[src/rtl/riscv_imem_loader.sv]
// riscv_imem_loader
//   Boot loader in front of the core's instruction memory. It takes a byte
//   stream over valid/ready: a 4-byte little-endian word count, then that many
//   little-endian instruction words. Each word is written to imem with a
//   one-cycle strobe. The core is held in reset until the image is complete.
//   After that the loader releases core_reset and stays inert until `reset`.
//
//   Optional feature, macro LOADER_CHECKSUM_EN: after the image, a 4-byte
//   checksum is expected. It must equal the 32-bit modular sum of all words,
//   otherwise the loader ends in the error state.
//
// Ports
//   clk, reset           clock; synchronous active-high reset
//   in_valid/in_ready    byte-stream handshake (in_ready is registered)
//   in_data[7:0]         stream byte
//   imem_wr              one-cycle instruction-memory write strobe
//   imem_addr/imem_wdata write byte address / data (hold between strobes)
//   core_reset           high while loading or in error
//   done                 image loaded, core released
//   error                bad length or checksum, load aborted
module riscv_imem_loader #(
    parameter int unsigned          BUS_WIDTH = 32,
    parameter int unsigned          MAX_WORDS = 1024,
    parameter logic [BUS_WIDTH-1:0] BASE_ADDR = '0
) (
    input  logic                 clk,
    input  logic                 reset,
    input  logic                 in_valid,
    output logic                 in_ready,
    input  logic [7:0]           in_data,
    output logic                 imem_wr,
    output logic [BUS_WIDTH-1:0] imem_addr,
    output logic [BUS_WIDTH-1:0] imem_wdata,
    output logic                 core_reset,
    output logic                 done,
    output logic                 error
);

`ifdef LOADER_CHECKSUM_EN
    typedef enum logic [2:0] {ST_LEN, ST_LOAD, ST_CSUM, ST_RUN, ST_ERR} state_t;
    localparam state_t ST_POST = ST_CSUM;   // where the image phase ends
`else
    typedef enum logic [2:0] {ST_LEN, ST_LOAD, ST_RUN, ST_ERR} state_t;
    localparam state_t ST_POST = ST_RUN;
`endif

    state_t                 state_q, state_d;
    logic [1:0]             idx_q, idx_d;       // byte index within the word
    logic [23:0]            buf_q, buf_d;       // first three bytes of the word
    logic [31:0]            len_q, len_d;
    logic [31:0]            cnt_q, cnt_d;       // words written so far
    logic                   in_ready_q, in_ready_d;
    logic                   wr_q, wr_d;
    logic [BUS_WIDTH-1:0]   addr_q, addr_d;
    logic [BUS_WIDTH-1:0]   wdata_q, wdata_d;
`ifdef LOADER_CHECKSUM_EN
    logic [31:0]            sum_q, sum_d;
`endif

    logic        xfer;
    logic        last_byte;
    logic [31:0] word;

    assign xfer      = in_valid & in_ready_q;
    assign last_byte = xfer && (idx_q == 2'd3);
    // buf_q shifts in from the top, so after three bytes it holds {b2,b1,b0}
    assign word      = {in_data, buf_q};

    always_comb begin
        state_d = state_q;
        idx_d   = idx_q;
        buf_d   = buf_q;
        len_d   = len_q;
        cnt_d   = cnt_q;
        wr_d    = 1'b0;
        addr_d  = addr_q;
        wdata_d = wdata_q;
`ifdef LOADER_CHECKSUM_EN
        sum_d   = sum_q;
`endif
        if (xfer) begin
            idx_d = idx_q + 2'd1;
            buf_d = {in_data, buf_q[23:8]};
        end

        case (state_q)
            ST_LEN: begin
                if (last_byte) begin
                    len_d = word;
                    cnt_d = '0;
                    if (word == 32'd0)          state_d = ST_POST;
                    else if (word > MAX_WORDS)  state_d = ST_ERR;
                    else                        state_d = ST_LOAD;
                end
            end
            ST_LOAD: begin
                // The write pulse of the last word is issued while still in
                // LOAD; leaving one cycle later puts done right after it.
                if (cnt_q == len_q) begin
                    state_d = ST_POST;
                end else if (last_byte) begin
                    wr_d    = 1'b1;
                    addr_d  = BASE_ADDR + BUS_WIDTH'({cnt_q[29:0], 2'b00});
                    wdata_d = BUS_WIDTH'(word);
                    cnt_d   = cnt_q + 32'd1;
`ifdef LOADER_CHECKSUM_EN
                    sum_d   = sum_q + word;
`endif
                end
            end
`ifdef LOADER_CHECKSUM_EN
            ST_CSUM: begin
                if (last_byte) state_d = (word == sum_q) ? ST_RUN : ST_ERR;
            end
`endif
            ST_RUN:  ;
            ST_ERR:  ;
            default: state_d = ST_ERR;
        endcase

        // No bytes are taken during the final write-pulse cycle.
        in_ready_d = (state_d == ST_LEN) || (state_d == ST_LOAD)
`ifdef LOADER_CHECKSUM_EN
                     || (state_d == ST_CSUM)
`endif
                     ;
        if (state_d == ST_LOAD && cnt_d == len_d) in_ready_d = 1'b0;
    end

    always_ff @(posedge clk) begin
        if (reset) begin
            state_q    <= ST_LEN;
            idx_q      <= '0;
            buf_q      <= '0;
            len_q      <= '0;
            cnt_q      <= '0;
            in_ready_q <= 1'b0;
            wr_q       <= 1'b0;
            addr_q     <= '0;
            wdata_q    <= '0;
`ifdef LOADER_CHECKSUM_EN
            sum_q      <= '0;
`endif
        end else begin
            state_q    <= state_d;
            idx_q      <= idx_d;
            buf_q      <= buf_d;
            len_q      <= len_d;
            cnt_q      <= cnt_d;
            in_ready_q <= in_ready_d;
            wr_q       <= wr_d;
            addr_q     <= addr_d;
            wdata_q    <= wdata_d;
`ifdef LOADER_CHECKSUM_EN
            sum_q      <= sum_d;
`endif
        end
    end

    assign in_ready   = in_ready_q;
    assign imem_wr    = wr_q;
    assign imem_addr  = addr_q;
    assign imem_wdata = wdata_q;
    assign done       = (state_q == ST_RUN);
    assign core_reset = (state_q != ST_RUN);
    assign error      = (state_q == ST_ERR);

endmodule

[config.mk]
export PLATFORM = sky130hd
export DESIGN_NAME = riscv_imem_loader
export DESIGN_NICKNAME = d
export VERILOG_FILES = /design/src/rtl/riscv_imem_loader.sv
export SDC_FILE = /design/constraint.sdc
export NUM_CORES = 1
export LEC_CHECK = 0
export BUFFER_PORTS_ARGS = -buffer_cell sky130_fd_sc_hd__buf_2
export CAP_MARGIN = 40
export CORE_MARGIN = 4
export CORE_UTILIZATION = 50
export DETAILED_ROUTE_END_ITERATION = 7
export PLACE_DENSITY_LB_ADDON = 0.12
export SETUP_SLACK_MARGIN = 0.02
export SLEW_MARGIN = 20
export SYNTH_ARGS = -nofsm -noshare
export SYNTH_HDL_FRONTEND = slang
export SYNTH_SLANG_ARGS = --single-unit
[constraint.sdc]
create_clock -name clk -period 4.8 [get_ports clk]
set_clock_uncertainty 0.15 [all_clocks]
set_input_delay 0.72 -clock clk [delete_from_list [all_inputs] [get_ports clk]]
set_output_delay 0.72 -clock clk [all_outputs]
set_load 0.02 [all_outputs]
==> impl_metrics.ini <==
[worst_hold_path]
hp-class = reg -> reg

[sta]
setup_viol = 0
slew_headroom_pct = 46.9
fin_setup_tns_ps = 0
drv_slew = 0
tightest_slew_ps = 796
grt_setup_unrepaired = false
period_share_pct = 86.0
period_needed_ps = 4130
hold_viol = 0
fmax_mhz = 242

[route]
drt_pass1_iterations = 5
drc = 0
antenna_left = 0
via_per_inst = 5.94
wire_per_inst_um = 19.7
drtIter0Drc = 662
wl_mm = 24.2
via_count = 7304

[synth]
ys_async_sr_fraction_pct = 0
ys_warn_count = 0
synth_seq_cells = 157
synth.distinct_cells = 67
postSynthCellCount = 988
avgSynthCellArea_um2 = 7.76
yosys_most_used_dff = dfxtp_1
synth_edf_count = 0
yosysSeqAreaShare_pct = 41.0
synthesis.area_um2 = 7670

[setup_path]
r2r_start = cnt_q[0]$_SDFF_PP0_
path_cells = xor2_1, nor4_2, and4_1, a21o_2, or4_1, o211ai_1, or4_1, or4_1, nor4_1, a31oi_1
cp.required_ps = 4950
criticalPathCategory = reg -> reg
crit_start = cnt_q[0]$_SDFF_PP0_
cpMostUsedCell = or4_1
r2r_end = in_ready$_SDFF_PP0_
crit_end = in_ready$_SDFF_PP0_
rr_worst_depth = 10
max_stage_delay_ps = 590
cp-start-kind = register
cp-end-kind = register
slowest_stage = a21o_2
rrSetupSlack_ps = 670
cp_max_fo = 30
crit_arrival_ps = 4280

[place]
hpwl_mm = 17.5
placed_area_um2 = 8080
place_inst = 1197
io_buffers = 77
place.gp.congestion = 0.980

[floorplanning]
die_h_um = 132
core.rowCount = 44
die_x_um = 132
core_um2 = 14800
die_area_um2 = 17400
start_util_pct = 52.0
io_pins = 80

[global_routing]
overflow = 0
grt_pass1_wl_mm = 38.4
grt_max_degree = 76
grt_antenna_before_repair = 0
grtUsageTotal_pct = 27.8
grt_pass1_vias = 6734

[layout]
fin_nets = 1047
n_fill_cell = 1433
layout.cells.non_filler = 1230
stdcell_area_um2 = 8750
syn2layout_area_growth_pct = 14.1
multi_input_comb_area_um2 = 4130
diodes = 0
regArea_um2 = 3140
post-route-util_pct = 59.3
drive_gt1_share_pct = 14.8

[cts]
cts_tree = done
postCtsSetupBuffers = 0
htreeDepth = 4
ctsResizeCount = 0
cts_sinks = 157
ctsHoldBuffers = 0
numCtsBuffers = 17
clk_latency_ps = 430
clk_path_buf_depth = 2
clk_pin_slew_ps = 60
clockRootBuffer = clkbuf_16

[power]
clockPowerShare_pct = 52.3
ir_drop_uv = 266
p_seq_share_pct = 45.6
p_sw_w = 0.000611
p_leak_nw = 3.37
swShare_pct = 21.2
p_per_area_nw_per_um2 = 329
power_frac_comb_pct = 2.1
internal_power_w = 0.00227

[job]
cap_violations = 0

[run_status]
outcome = finished clean
flip-flops by register name (all words and copies together), names as in the netlist:
signal,count
imem_wr,1
cnt_q,32
in_ready,1
len_q,32
idx_q,2
imem_addr,30
buf_q,24
state_q,3
imem_wdata,32
worst min path at each step:
stage	from	to	cells after the start
after floorplan	idx_q[1]$_SDFFE_PP0P_	idx_q[1]$_SDFFE_PP0P_	2
after global placement	imem_addr[11]$_SDFFE_PP0P_	imem_addr[11]$_SDFFE_PP0P_	2
after detailed placement	imem_addr[16]$_SDFFE_PP0P_	imem_addr[16]$_SDFFE_PP0P_	2
after CTS	imem_addr[16]$_SDFFE_PP0P_	imem_addr[16]$_SDFFE_PP0P_	2
after global routing	imem_wdata[26]$_SDFFE_PP0P_	imem_wdata[26]$_SDFFE_PP0P_	2
final	imem_addr[16]$_SDFFE_PP0P_	imem_addr[16]$_SDFFE_PP0P_	2
area by class of cell:
| type | count | area share [%] |
|---|---|---|
| Clock buffer | 21 | 5.15 |
| Clock inverter | 11 | 2.33 |
| Inverter | 12 | 0.515 |
| Multi-Input combinational cell | 749 | 47.3 |
| Sequential cell | 157 | 35.9 |
| Tap cell | 184 | 2.63 |
| Timing Repair Buffer | 96 | 6.19 |
metrics by stage:
stage          hold WS, ps  total power, W  setup slack, ps
3_5_place_dp           294         0.00140              553
5_1_grt                319         0.00296              469
6_report               298         0.00288              673
2_1_floorplan          290         0.00138             1240
3_3_place_gp           290         0.00140              645
4_1_cts                302         0.00289              704
routing by layer:
layer  track usage (%)  vias to the layer above  share of wire, %
met5                 0                        -                 0
met4              9.04                        0               2.5
met3              7.60                       44               9.7
met2              42.6                      327                45
met1              38.3                     3436                43
li1                  -                     3497                 -
worst max-delay path: cells and delay by family, from the launching register on:
kind | cells | cell delay [ps]
and+or+nand+nor | 6 | 2320
AOI/OAI and AO/OA | 3 | 800
DFF | 1 | 580
xor gates and xnor gates | 1 | 150
synth_stat cells (all sizes together) (3+ instances only):
master / instances / area share (%)
o21a: 5 / 0.49
nor3: 17 / 1.2
nor2: 55 / 2.7
a21oi: 139 / 9.2
o31ai: 4 / 0.39
and4: 5 / 0.57
ha: 3 / 0.49
nand4: 21 / 1.7
nand3: 24 / 1.6
nand3b: 3 / 0.29
nand2: 248 / 12
o211ai: 6 / 0.59
or3: 10 / 0.82
o2111ai: 3 / 0.34
a31oi: 5 / 0.41
mux2: 3 / 0.44
inv: 12 / 0.59
clkbuf: 45 / 2.5
mux2i: 13 / 1.7
a211oi: 3 / 0.29
nand2b: 6 / 0.49
or4: 11 / 1.1
o21ai: 18 / 1.2
xor2: 30 / 3.5
xnor2: 31 / 3.5
o22ai: 4 / 0.33
and2: 11 / 0.90
a32oi: 3 / 0.34
nor4: 21 / 2.0
dfxtp: 157 / 41
and3: 10 / 0.91
buf: 27 / 2.3
or2: 6 / 0.49
nor4b: 3 / 0.51
kinds of logic after synthesis:
family | after synthesis | share of synthesized area, %
buffers and inverters | 84 | 5.37
AOI/OAI and AO/OA | 207 | 15.5
adders and majority gates | 3 | 0.490
xor gates and xnor gates | 61 | 7.07
and+or+nand+nor | 459 | 28.4
other | 1 | 0.0489
DFF | 157 | 41.0
muxes | 16 | 2.14
power groups by stage:
stage | clock (W) | combinational (W) | sequential (W)
2_1_floorplan | 0 | 0.0000377 | 0.00134
3_3_place_gp | 0 | 0.0000589 | 0.00134
3_5_place_dp | 0 | 0.0000592 | 0.00134
4_1_cts | 0.00152 | 0.0000596 | 0.00131
5_1_grt | 0.00158 | 0.0000649 | 0.00131
6_report | 0.00150 | 0.0000603 | 0.00131
cells in the final DEF, fill, tap and decap left out, drive strengths merged, types with 16 or more instances in the layout:
master / n
o21ai: 18
clkbuf: 21
buf: 96
nand3: 24
nand4: 21
a21oi: 139
xor2: 30
nor2: 55
nor3: 17
inv: 16
xnor2: 31
dfxtp: 157
nor4: 21
nand2: 248
(Power assumes the default switching activity.)
